<file path="src/rtl/pwm_sched_queue.sv">
// Timed PWM duty-update queue: buffers {channel, time, value} and issues each as a
// 3-word CMD_SCHEDULE_PWM sequence shortly before its target time, never overwriting a pending schedule.
module pwm_sched_queue #(
    parameter int NPWM             = 12,
    parameter int CH_BITS          = $clog2(NPWM),
    parameter int CMD_BITS         = 8,
    parameter int CMD_SCHEDULE_PWM = 3,
    parameter int PWM_BITS         = 26,
    parameter int DEPTH            = 8,
    parameter int LEAD             = 64,
    parameter int LVL_BITS         = $clog2(DEPTH + 1)
) (
    input  logic                clk,
    input  logic                rst_n,
    input  logic [31:0]         systime,
    input  logic                shutdown,
    input  logic                in_valid,
    output logic                in_ready,
    input  logic [CH_BITS-1:0]  in_channel,
    input  logic [31:0]         in_time,
    input  logic [PWM_BITS-1:0] in_value,
    output logic [CMD_BITS-1:0] cmd,
    output logic                cmd_ready,
    output logic [31:0]         arg_data,
    input  logic                cmd_done,
    output logic [LVL_BITS-1:0] level,
    output logic                late,
    input  logic                late_clr
);

    localparam int PTR_BITS = $clog2(DEPTH);
    localparam int NSLOT    = 1 << CH_BITS;
    localparam logic [31:0]         LEAD_T = 32'(LEAD);
    localparam logic [CMD_BITS-1:0] CMD_T  = CMD_BITS'(CMD_SCHEDULE_PWM);
    localparam logic [LVL_BITS-1:0] FULL_T = LVL_BITS'(DEPTH);

    typedef struct packed {
        logic [CH_BITS-1:0]  channel;
        logic [31:0]         tgt_time;
        logic [PWM_BITS-1:0] value;
    } entry_t;

    typedef enum logic [1:0] {
        S_IDLE,
        S_TIME,
        S_VALUE,
        S_WAIT
    } state_t;

    state_t state, state_nxt;

    entry_t              mem [DEPTH];
    logic [PTR_BITS-1:0] wr_ptr;
    logic [PTR_BITS-1:0] rd_ptr;
    entry_t              head;
    logic                rdy_en;
    logic                push;
    logic                pop;
    logic                issue;
    logic                drop;

    logic [NSLOT-1:0]    pend;
    logic [31:0]         pend_time [NSLOT];
    logic [NSLOT-1:0]    pend_eff;

    logic [31:0]         delta;
    logic                too_late;
    logic                in_window;
    logic [31:0]         cur_time;
    logic [PWM_BITS-1:0] cur_value;

    // rdy_en keeps in_ready low for as long as reset is held.
    always_ff @(posedge clk) begin
        if (!rst_n) rdy_en <= 1'b0;
        else        rdy_en <= 1'b1;
    end

    assign in_ready = rdy_en && (level != FULL_T) && !shutdown;
    assign push     = in_valid && in_ready;

    always_ff @(posedge clk) begin
        if (push) mem[wr_ptr] <= {in_channel, in_time, in_value};
    end

    always_ff @(posedge clk) begin
        if (!rst_n || shutdown) begin
            wr_ptr <= '0;
            rd_ptr <= '0;
            level  <= '0;
        end else begin
            if (push) wr_ptr <= wr_ptr + 1'b1;
            if (pop)  rd_ptr <= rd_ptr + 1'b1;
            level <= level + LVL_BITS'(push) - LVL_BITS'(pop);
        end
    end

    assign head      = mem[rd_ptr];
    assign delta     = head.tgt_time - systime;
    assign too_late  = (delta < 32'd4) || (delta >= 32'hC000_0000);
    assign in_window = (delta <= LEAD_T);

    // pwm loads the schedule on the cycle systime hits pend_time, so the slot is free that same cycle.
    always_comb begin
        pend_eff = '0;
        for (int c = 0; c < NSLOT; c++) begin
            pend_eff[c] = pend[c] && (systime != pend_time[c]);
        end
    end

    always_comb begin
        state_nxt = state;
        pop       = 1'b0;
        issue     = 1'b0;
        drop      = 1'b0;
        case (state)
            S_IDLE: begin
                if ((level != '0) && !shutdown) begin
                    if (too_late) begin
                        pop  = 1'b1;
                        drop = 1'b1;
                    end else if (in_window && !pend_eff[head.channel]) begin
                        pop       = 1'b1;
                        issue     = 1'b1;
                        state_nxt = S_TIME;
                    end
                end
            end
            S_TIME:  state_nxt = S_VALUE;
            S_VALUE: state_nxt = S_WAIT;
            S_WAIT:  if (cmd_done) state_nxt = S_IDLE;
            default: state_nxt = S_IDLE;
        endcase
    end

    always_ff @(posedge clk) begin
        if (!rst_n) begin
            state     <= S_IDLE;
            cmd       <= '0;
            cmd_ready <= 1'b0;
            arg_data  <= '0;
            cur_time  <= '0;
            cur_value <= '0;
            late      <= 1'b0;
        end else begin
            state     <= state_nxt;
            cmd_ready <= issue;
            if (issue) begin
                cmd       <= CMD_T;
                arg_data  <= 32'(head.channel);
                cur_time  <= head.tgt_time;
                cur_value <= head.value;
            end else if (state == S_TIME) begin
                arg_data <= cur_time;
            end else if (state == S_VALUE) begin
                arg_data <= 32'(cur_value);
            end
            if (drop)          late <= 1'b1;
            else if (late_clr) late <= 1'b0;
        end
    end

    // An issue on a channel whose pend clears this cycle re-arms it; the set wins.
    always_ff @(posedge clk) begin
        if (!rst_n) begin
            pend <= '0;
            for (int c = 0; c < NSLOT; c++) pend_time[c] <= '0;
        end else begin
            for (int c = 0; c < NSLOT; c++) begin
                if (shutdown) begin
                    pend[c] <= 1'b0;
                end else if (issue && (head.channel == CH_BITS'(c))) begin
                    pend[c]      <= 1'b1;
                    pend_time[c] <= head.tgt_time;
                end else if (systime == pend_time[c]) begin
                    pend[c] <= 1'b0;
                end
            end
        end
    end

endmodule
</file>
<file path="config.mk">
export PLATFORM = sky130hd
export DESIGN_NAME = pwm_sched_queue
export DESIGN_NICKNAME = d
export VERILOG_FILES = /design/src/rtl/pwm_sched_queue.sv
export SDC_FILE = /design/constraint.sdc
export NUM_CORES = 1
export LEC_CHECK = 0
export BUFFER_PORTS_ARGS = -buffer_cell sky130_fd_sc_hd__buf_2
export CELL_PAD_IN_SITES_DETAIL_PLACEMENT = 1
export CELL_PAD_IN_SITES_GLOBAL_PLACEMENT = 2
export CORE_UTILIZATION = 30
export DETAILED_ROUTE_END_ITERATION = 10
export PLACE_DENSITY = 0.59
export REMOVE_ABC_BUFFERS = 1
export SKIP_LAST_GASP = 1
export SLEW_MARGIN = 0
export SYNTH_ARGS = -nofsm -noshare
export SYNTH_HDL_FRONTEND = slang
export SYNTH_SLANG_ARGS = --single-unit
</file>
<file path="constraint.sdc">
create_clock -name clk -period 24.5 [get_ports clk]
set_input_delay 2.45 -clock clk [delete_from_list [all_inputs] [get_ports clk]]
set_output_delay 2.45 -clock clk [all_outputs]
set_load 0.02 [all_outputs]
</file>
-- Yosys cells after proc, flatten, opt, wreduce, memory -nomap -nowiden
Memories as Yosys holds them, arrays and structs flattened. A register that Yosys moved wholly into a read port is not among the register bits.
Index checks and enable logic that the tools add are counted.
- bitwise logic cells: 17
- reductions and logical operators: 67
- mux-type cells: 140
- magnitude comparators: 4
- equality and inequality tests: 55
- add/subtract/negate cells: 5
- operators by type and width (operator ; count):
    32-bit two-way mux ; 18
    32-bit equality test ; 16
    32-bit inequality test ; 16
    1-bit two-way mux ; 113
    1-bit logical AND ; 37
    2-bit nonzero test ; 18
    4-bit equality test, second input constant ; 8
    32-bit greater-or-equal comparator, second input constant ; 1
    32-bit by 7-bit less-or-equal comparator with 1-bit output, second input constant ; 1
    32-bit by 3-bit < comparator with 1-bit output, second input constant ; 1
    32-bit subtractor ; 1
    4-bit by 3-bit equality test with 1-bit output, second input constant ; 4
    1-bit OR ; 16
    4-bit by 2-bit equality test with 1-bit output, second input constant ; 2
    2-bit two-way mux ; 4
    2-bit inequality test, second input constant ; 4
    2-bit case mux with 4 select lines ; 1
    3-bit by 1-bit adder with 3-bit output, second input constant ; 2
    3-bit two-way mux ; 2
    4-bit by 5-bit < comparator with 1-bit output, second input constant ; 1
    4-bit by 1-bit adder with 4-bit output ; 1
    1-bit binary-select mux with 4-bit select ; 1
    2-bit equality test, second input constant ; 2
    4-bit by 1-bit equality test with 1-bit output, second input constant ; 1
    other kinds (13) ; 17
- input bits: 100
- memories kept: 2
- output and inout port bits: 47
- RAM bits: 1008
- flip-flop bits (word level): 122
- memory list (name ; words ; bits a word ; read ports ; clocked after memory_dff ; write ports ; RTL line ; text):
    pend_time ; 16 ; 32 ; 16 ; 0 ; 16 ; 63 ; logic [31:0] pend_time [NSLOT];
    mem ; 8 ; 62 ; 1 ; 1 ; 1 ; 52 ; entry_t mem [DEPTH];

-- Depth between registers and ports, before layout
An unclocked memory read counts as a cell.
- depth in word-level cells: 17
- mapped depth: 24

-- Least setup slack after synthesis
OpenSTA, ideal clock, no wires.
- kind: input -> register
- from: input port systime[14]
- to: memory pend_time[12][0], in the netlist pend_time[1][128] (enable)
- path buffers: 4
- data required time: 24.034 ns
- path slack: 15.571 ns
- arrival: 8.464 ns
- stages: 16
- cell sequence: clkbuf_1 buf_2 inv_1 ha_1 a21oi_1 o21ai_1 a211oi_1 a21oi_1 or4_1 or4b_1 nor4_2 and3_1 buf_2 buf_2 nand3_1 o21ai_0
- RTL lines (element ; RTL line ; text):
    start, declared ; 15 ; input logic [31:0] systime,
    end, declared ; 63 ;

==> summary.txt <==
Yosys
  • Post-Synth Adder-Cell Area: under 10%
  • Count of synthesis-stage warnings from yosys: 0
  • Proportion of synthesized area in mux cells: 7.724%
  • Synthesized flop and latch total: 1133
  • Most area-consuming cells after synthesis: edfxtp_1 (61%), xor2_1 (5.7%), mux4_2 (5.7%), dfxtp_1 (5.0%), xnor2_1 (3.5%)
  • Parity-gate share of the synthesized area counting xor and xnor cells: under 10%
  • Main combinational cell family by area after synthesis: XOR/XNOR gates
  • Post-Synth Simple-Gate Area: under 10%
  • Post-synth EDFFs: 1008
  • Netlist area before placement: 49920 um^2
  • Portion of synthesized cell area occupied by the leading cell type: about three fifths
  • Library cell occupying the most area in the post-synthesis netlist: edfxtp_1
  • Most used flip-flop cell after synthesis: edfxtp_1
  • Avg Synthesized Cell Area: 14.35 um^2
  • Number of distinct library cells after synthesis: 82
  • Async set-reset flop share out of synthesis: 0%
  • Number of cells produced by synthesis: approximately 3.5k
  • Part of the Yosys area used for sequential elements: 65.64%
  • Post-synthesis compound-gate area fraction: 4.739%

Timing
  • RSZ-0062 raised after global routing: no
  • Final hold violations: 0
  • Worst Tran Pin Value: approximately 1200 ps
  • Fmax: 0.1120 GHz
  • Hold slack: approximately 460 ps
  • Fin Setup TNS: 0 ps
  • Max Clock Skew: 35.80 ps
  • Final number of setup-violating endpoints: 0
  • Post-route fraction of the period consumed by the critical path: 36.44%
  • Max-slew violations: 0
  • Slew margin rel.: 17.27%
  • Final min period: between 8000 and 9000 ps

Finish
  • Area added between synthesis and finish: 14.87%
  • Final net count: 3736
  • Share of post-route cells with drive strength above 1: between 10% and 20%

Clock tree
  • Number of sinks handled by clock tree synthesis: between 1k and 1.5k
  • Clock tree root buffer cell: clkbuf_16
  • Total CTS buffers: ~130
  • Hold bufs inserted after CTS: 0
  • # Post-CTS Setup Buffers: 0
  • Maximum buffer depth of the clock tree: 3
  • Clock-pin slew reported for the worst setup and hold paths after clock tree synthesis: approximately 60 ps
  • PostCTS Resize Cnt: 0
  • TritonCTS clock tree: done
  • Clock insertion delay at the later pin of the skew report: around 800 ps
  • H-tree depth: 4

Power and ir drop
  • Leakage component of the power: between 15 and 20 nW
  • Power density of the placed cells: 76.05 nW/um^2
  • Largest vdd supply drop: between 0.00005 and 0.00006 V

Floorplan
  • Standard-cell rows: 149
  • Die ar.: ~170000 um^2
  • Initial Util: 30.26%
  • I/O pin count: 147
  • Die width: 409.9 um
  • Core area: 165000 um^2
  • Die boundary height: 409.9 um

Min path
  • Hold depth: 2
  • Class of the worst hold path: flop to flop
  • Startpoint of the lowest-slack hold path: pend[4]
  • Worst hold endpoint: pend[4]

Setup path
  • Type of element capturing the critical path: flop
  • Critical Path Fanout Max: 50
  • Logic depth of the worst register-to-register path: 17
  • Critical Path RT: 24950 ps
  • Setup CP Type: flop to flop
  • Critical Path Source Type: flop
  • Destination of the worst register-to-register timing path: pend_time[0][141]
  • Data arrival at the endpoint of the critical path: 9380 ps
  • Reg-to-reg setup timing slack: 15570 ps

Place
  • Number of I/O port buffers: 140
  • Detailed placer's ending HPWL: slightly above 100 mm
  • Routability congestion estimate: 0.8656

Detailed routing
  • First-pass iteration count of the detailed router: 10
  • Count of unresolved DRC violations after routing: 12
  • Count of routing violations after the opening detailed-route iteration: 2291
  • Sum of routed wire length over all layers: 170.6 mm
  • Vias: 30.29k
  • Vias per inst: 5.147
  • Final antenna-violating net count: 0
  • Average detailed-routed wire length per instance: approximately 29 um

Run status
  • Violated checks: DRC
  • Result of the run: finished with violations

Global routing
  • Total global routing track utilization: between 20 and 25%
  • Overflow after GRT: 0
  • Antenna violations before repair: 15
  • Number of global-route vias before repair: 31.36k
  • First-pass GRT wire length: 241.5 mm
  • Largest net degree at the start of global routing: 91

Run
  • Total of max-cap violations: 0
-- worst max path at each step --
stage / depth (start not counted) / start / endpoint / slack (ps)
floorplan: 10 / flop / pend_time[1][128] / 9470
global placement: 15 / systime[6] / pend_time[0][130] / 15400
detailed placement: 15 / systime[6] / pend_time[0][150] / 15330
CTS: 17 / flop / pend_time[0][150] / 15480
global route: 17 / flop / pend_time[0][150] / 15230
finish: 17 / flop / pend_time[0][141] / 15570
-- Yosys cell counts (all sizes together) (5+ instances only) --
library cell and count:
clkbuf 171, mux4 127, or2 6, o2111ai 5, mux2 36, o21a 12
nor3 246, dfxtp 125, ha 42, and2 15, a21oi 124, a211oi 58
nand2 104, nand2b 20, nor2 152, o21ai 87, o22ai 10, nand4 86
inv 86, buf 96, a31oi 9, a21boi 10, nor2b 11, o211ai 11
xnor2 201, edfxtp 1008, and3 10, nor4 99, a21o 10, mux2i 59
xor2 327, nand3 50
-- final cells by class --
cell class,count,area [um^2]
multi-input cells,1997,15880
diodes,1,2.502
fillers,17130,107600
clock inverters,52,495.5
well taps,2189,2739
inverters,86,322.8
repair buffers,242,1481
flip-flops and latches,1133,32780
clock buffers,185,3645
-- power breakdown --
group / internal (mW) / total, mW / switching [mW]
clock network: 1.08 / 1.92 / 0.834
logic: 0.0838 / 0.288 / 0.204
registers: 2.14 / 2.16 / 0.0167
total: 3.31 / 4.36 / 1.05
-- state kept, by name, summed over array words and instances (netlist names), named ones only --
signal and cells:
cmd_ready 1, cur_value 26, arg_data 32, late 1, pend_time 512, state 2
rdy_en 1, cmd 1, cur_time 32, mem 496, level 4, rd_ptr 3
pend 16, wr_ptr 3
-- layout by cell type (no fill, tap or decap), types with 16 or more instances in the layout --
master	count
nor2_1	145
buf_2	139
clkbuf_16	134
mux2i_1	59
nor3_1	238
mux2_2	36
edfxtp_1	1008
buf_4	102
clkbuf_1	41
xnor2_1	201
nor4_1	95
nand4_1	82
a21oi_1	122
inv_1	85
o21ai_0	71
xor2_1	327
dfxtp_1	122
nand3_1	50
nand2_1	103
ha_1	40
a211oi_1	56
nand2b_1	19
mux4_2	127
clkinv_2	16
-- cells by family (layout without fill, tap and decap cells) --
logic type / Yosys count / in the layout
adder cells (fa/ha/maj): 44 / 44
multiplexers: 222 / 222
AND/OR/NAND/NOR: 823 / 823
AO/OA/AOI/OAI: 374 / 374
buffers and inverters: 353 / 565
other: 1 / 7
XOR/XNOR: 528 / 528
flip-flops: 1133 / 1133
-- routing by layer --
| metal | vias up | track usage, % | routed length (um) |
|---|---|---|---|
| met4 | 16 | 5.198 | 3836 |
| li1 | 13290 | - | - |
| met2 | 660 | 33.98 | 83490 |
| met5 | - | 0 | 80 |
| met1 | 16090 | 27.09 | 76050 |
| met3 | 235 | 3.119 | 7167 |
-- critical path, cell delays in order, from the launching register on --
cell       delay [ps]
dfxtp_4           740
buf_4             750
buf_4             650
mux4_2            400
mux2_2            380
ha_1              410
a21oi_1           350
o22ai_1           170
o2111ai_1         530
nand2_1           230
or4_1             440
a311o_1           340
a211oi_2          580
and4b_2           390
buf_4             480
nand4_2           690
nand2_1           460
buf_4             440
-- per-stage QoR --
stage,util (%),instances,power [mW],worst slack (ps),cell area [um^2]
6_report,34.76,5885,4.361,15570,57350
5_1_grt,34.76,5884,4.492,15230,57350
4_1_cts,34.76,5884,4.412,15480,57350
3_5_place_dp,32.25,5647,2.488,15330,53210
3_3_place_gp,32.25,5647,2.486,15400,53210
2_1_floorplan,-,3216,2.339,9468,48790
Note: power is estimated with default switching activity, not from simulation.
